==> config.mk <==
export PLATFORM = sky130hd
export DESIGN_NAME = nrzi_frame_decoder
export DESIGN_NICKNAME = d
export VERILOG_FILES = /design/src/rtl/nrzi_frame_decoder.sv
export SDC_FILE = /design/constraint.sdc
export NUM_CORES = 1
export LEC_CHECK = 0
export BUFFER_PORTS_ARGS = -buffer_cell sky130_fd_sc_hd__buf_2
export CAP_MARGIN = 15
export CORE_ASPECT_RATIO = 1.4
export CORE_MARGIN = 2
export CORE_UTILIZATION = 35
export CTS_CLUSTER_DIAMETER = 80
export DETAILED_ROUTE_END_ITERATION = 8
export SLEW_MARGIN = 30
export SYNTH_ARGS = -nofsm -noshare
export SYNTH_HDL_FRONTEND = slang
export SYNTH_SLANG_ARGS = --single-unit
==> constraint.sdc <==
create_clock -name clk -period 2.4 [get_ports clk]
set_input_delay 0.48 -clock clk [delete_from_list [all_inputs] [get_ports clk]]
set_output_delay 0.48 -clock clk [all_outputs]
set_load 0.02 [all_outputs]
==> src/rtl/nrzi_frame_decoder.sv <==
// Toggle-encoded line receiver: recovers bits by XOR of successive line levels,
// hunts for a sync word, then delivers FRAME_WORDS words over a one-deep valid/ready buffer.
module nrzi_frame_decoder #(
  parameter int unsigned       DATA_W      = 8,
  parameter logic [DATA_W-1:0] SYNC_WORD   = 8'h7E,
  parameter int unsigned       FRAME_WORDS = 2
) (
  input  logic              clk,
  input  logic              rst,
  input  logic              line_in,
  input  logic              in_valid,
  output logic [DATA_W-1:0] out_data,
  output logic              out_valid,
  input  logic              out_ready,
  output logic              in_sync,
  output logic              frame_done,
  output logic              overflow
);

  localparam int unsigned CNT_W = (DATA_W > 1) ? $clog2(DATA_W) : 1;
  localparam int unsigned WC_W  = (FRAME_WORDS > 1) ? $clog2(FRAME_WORDS) : 1;
  localparam logic [CNT_W-1:0] BIT_LAST  = CNT_W'(DATA_W - 1);
  localparam logic [WC_W-1:0]  WORD_LAST = WC_W'(FRAME_WORDS - 1);

  typedef enum logic {HUNT, DATA} state_t;

  state_t            state, state_nxt;
  logic              prev_line;
  logic [DATA_W-1:0] sync_sr, data_sr;
  logic [CNT_W-1:0]  bit_cnt;
  logic [WC_W-1:0]   word_cnt;

  logic              dec_bit;
  logic [DATA_W-1:0] sync_nxt, word_nxt;
  logic              sync_hit, word_done, frame_end;

  assign dec_bit   = line_in ^ prev_line;
  assign sync_nxt  = {sync_sr[DATA_W-2:0], dec_bit};
  assign word_nxt  = {dec_bit, data_sr[DATA_W-1:1]};
  assign sync_hit  = (state == HUNT) && in_valid && (sync_nxt == SYNC_WORD);
  assign word_done = (state == DATA) && in_valid && (bit_cnt == BIT_LAST);
  assign frame_end = word_done && (word_cnt == WORD_LAST);

  always_ff @(posedge clk) begin
    if (rst) state <= HUNT;
    else     state <= state_nxt;
  end

  always_comb begin
    state_nxt = state;
    case (state)
      HUNT: if (sync_hit)  state_nxt = DATA;
      DATA: if (frame_end) state_nxt = HUNT;
      default: state_nxt = HUNT;
    endcase
  end

  always_comb begin
    in_sync = (state == DATA);
  end

  always_ff @(posedge clk) begin
    if (rst) begin
      prev_line <= 1'b0;
      sync_sr   <= '0;
      data_sr   <= '0;
      bit_cnt   <= '0;
      word_cnt  <= '0;
    end else if (in_valid) begin
      prev_line <= line_in;
      if (state == HUNT) begin
        // Shifter is cleared on a hit so the next hunt starts from a clean history.
        sync_sr <= sync_hit ? '0 : sync_nxt;
        if (sync_hit) begin
          bit_cnt  <= '0;
          word_cnt <= '0;
        end
      end else begin
        data_sr <= word_nxt;
        bit_cnt <= (bit_cnt == BIT_LAST) ? '0 : bit_cnt + 1'b1;
        if (word_done) word_cnt <= word_cnt + 1'b1;
      end
    end
  end

  // One holding register: a word completing against a stalled output is dropped.
  always_ff @(posedge clk) begin
    if (rst) begin
      out_data   <= '0;
      out_valid  <= 1'b0;
      overflow   <= 1'b0;
      frame_done <= 1'b0;
    end else begin
      frame_done <= frame_end;
      if (word_done) begin
        if (!out_valid || out_ready) begin
          out_data  <= word_nxt;
          out_valid <= 1'b1;
        end else begin
          overflow <= 1'b1;
        end
      end else if (out_valid && out_ready) begin
        out_valid <= 1'b0;
      end
    end
  end

endmodule

==> flow_summary.ini <==
[layout]
fin_util_pct = 41.8
fin_nets = 155
antenna_cells = 0
fill_cells = 339
area_growth_pct = 14.0
drive_gt1_share_pct = 17.6

[die]
core_um2 = 3380
die_w_um = 54.3
ios = 17
dieArea_um2 = 4040
rows = 25
start_util_pct = 36.7
die_y_um = 74.4

[sta]
fin_crit_sh_pct = 67.3
fin_crit_ns = 1.61
fmaxAchievable_mhz = 619
slew_viol_final = 0
final.setup.tns_ns = 0
final-setup-viol-count = 0
max-slew-margin-rel_pct = 65.2
rsz0062_at_grt = no
finalHoldViolations = 0
worstMarginPinSlew_ns = 0.522
skew_ns = 0.00641

[synth]
syn_nets = 140
yosysWarnings = 0
synth_cells = 133
post-synth-top-area-cell = dfxtp_1
synth_cell_types = 35
synth.most_common_cell = dfxtp_1
synth_edf_count = 0
synth_flop_cell = dfxtp_1
synth_seq_area_share_pct = 50.1
synth_area_um2 = 1240
synth_common_cells = dfxtp_1, a21oi_1, nand2_1
ys_async_sr_fraction_pct = 0
ys_ff_latch = 31
avgSynthCellArea_um2 = 9.31
synth_top_area_share_pct = 50.1
synthTopCellsByArea = dfxtp_1, a21oi_1, o21ai_0

[hold_path]
worstHoldStart = word_cnt
hold-path-endpoint = frame_done
hold_depth = 2
hold_path_class = reg -> reg

[global_route]
antenna_found_initial = 0
grt-ovfl-total = 0
grt_max_degree = 34
grt_first_pass_wirelength_mm = 3.96
grt.total_usage_pct = 13.8
grt_pass1_vias = 940

[worst_setup_path]
crit_path_max_fanout = 12
path_cells = ha_1, ha_1, and3_1, a21oi_1, a311oi_1
r2r_cells = 5
startpoint_type = register
r2r_slack_ns = 0.79
r2r-end = out_data[7]
critPathMaxStageDelay_ns = 0.42
path_class = reg -> reg
crit_path_frequent_cell = ha_1
critPathArrivalTime_ns = 1.80
cp_slowest_cell = and3_1
r2r-start = bit_cnt[0]
worstSetupEndpointType = register
cp.required_ns = 2.58

[clocking]
numClockSinks = 31
path_clk_slew_ns = 0.06
cts_hold_buf = 0
cts_setup_buffers = 0
clockBufferDepth = 2
cts-buffers-inserted = 5
h-tree-depth = 2
cts_resized = 0
tritoncts = yes
root_buffer = clkbuf_8
worstSkewPairLatency_ns = 0.28

[routing]
vias = 991
drt_iter0_markers = 21
viasPerCell = 5.27
dr.pass1.iters = 4
drc = 0
post_drt_wl_per_cell_um = 12.8
ant_nets = 0
wl_mm = 2.41

[placement]
port_buffers = 16
hpwl_mm = 1.70
routabilityCongestion = 0.695

[power_and_ir_drop]
pwr-share-comb_pct = 3.2
leakagePower_uw = 0.000549
clkPwrFrac_pct = 42.4
power_density_nw_per_um2 = 680
peakVddDrop_mv = 0.344
p_seq_share_pct = 54.3
power_switching_uw = 206
switching_share_pct = 21.4
power.internal_uw = 754

[outcome]
status = completed

[flow_run]
max-cap-violations = 0
-- placed cells by master, fill, tap and decap left out --
cell,count
or4_1,1
nand3_1,8
o41a_1,1
clkinv_2,1
or3_1,1
nand4b_1,1
nor4_2,1
a22o_1,4
nand2_1,14
nand2_2,1
nor3_1,1
o311ai_0,1
a211oi_1,2
inv_1,1
a21oi_1,17
a21boi_0,1
o21ai_0,11
o21ba_1,1
clkbuf_8,6
xor2_1,1
nor3b_1,1
nand3b_4,1
ha_1,2
and3_1,1
xnor2_1,1
buf_2,16
nand2b_1,2
mux2i_1,2
and2_1,1
dfxtp_1,31
nor2_1,6
nor2b_1,2
nand3b_1,6
a311oi_1,1
-- worst max path at each step --
| stage | from | endpoint | slack (ns) | cells past startpoint |
|---|---|---|---|---|
| after floorplan | line_in | sync_sr[1] | 1.02 | 3 |
| after global placement | in_valid | sync_sr[5] | 0.83 | 4 |
| after detailed placement | bit_cnt[0] | out_data[7] | 0.77 | 5 |
| after CTS | bit_cnt[0] | out_data[7] | 0.75 | 5 |
| after global routing | bit_cnt[0] | out_data[7] | 0.64 | 5 |
| final | bit_cnt[0] | out_data[7] | 0.79 | 5 |
-- layer usage --
layer  vias to the layer above  routed length [um]  GRT usage, %
li1                        503                   -             -
met1                       461                1070          14.3
met2                        22                1160          23.0
met3                         5                 125          5.62
met4                         0                  57          7.50
met5                         -                   0             0
-- worst max-delay path: cells and delay by family (launching register included) --
| family | cells | cell delay, ns |
|---|---|---|
| simple gates | 1 | 0.42 |
| compound gates | 2 | 0.41 |
| flops | 1 | 0.35 |
| fa+ha+maj | 2 | 0.34 |
-- logic make-up after synthesis --
family          Yosys count  synth area share [%]
compound gates           39                  19.1
mux                       2                  1.62
buf+inv                   9                  3.84
fa+ha+maj                 2                  2.02
xor+xnor                  2                  1.41
flops                    31                  50.1
simple gates             48                  21.9
-- sequential cells by signal (all words and copies together) (netlist names) --
signal and flops:
out_valid 1, in_sync 1, bit_cnt 3, frame_done 1, data_sr 7, out_data 8, overflow 1, sync_sr 7
prev_line 1, word_cnt 1
-- power groups by stage --
stage                     combinational, uW  clock [uW]  sequential [uW]
after floorplan                        23.8           0              532
after global placement                 30.3           0              533
after detailed placement               31.4           0              533
after CTS                              31.2         421              522
after global routing                   34.1         439              522
final                                  31.0         407              522
-- per-stage QoR --
stage	std cells	instance area [um2]	hold WS, ns	worst slack (ns)	total power [uW]
after global placement	181	1330	0.446	0.826	563
after CTS	188	1410	0.471	0.753	974
after global routing	188	1410	0.489	0.638	995
after floorplan	133	1240	0.429	1.02	556
after detailed placement	181	1330	0.454	0.770	564
final	188	1410	0.459	0.786	960
-- final cells by class --
cell class	count	area [um2]	share of cell area [%]
flip-flops and latches	31	621	43.9
multi-input cells	93	571	40.4
clock buffers	6	82.6	5.85
repair buffers	16	80.1	5.67
well taps	40	50.0	3.54
clock inverters	1	5.00	0.354
inverters	1	3.75	0.266
(Power assumes the default switching activity.)
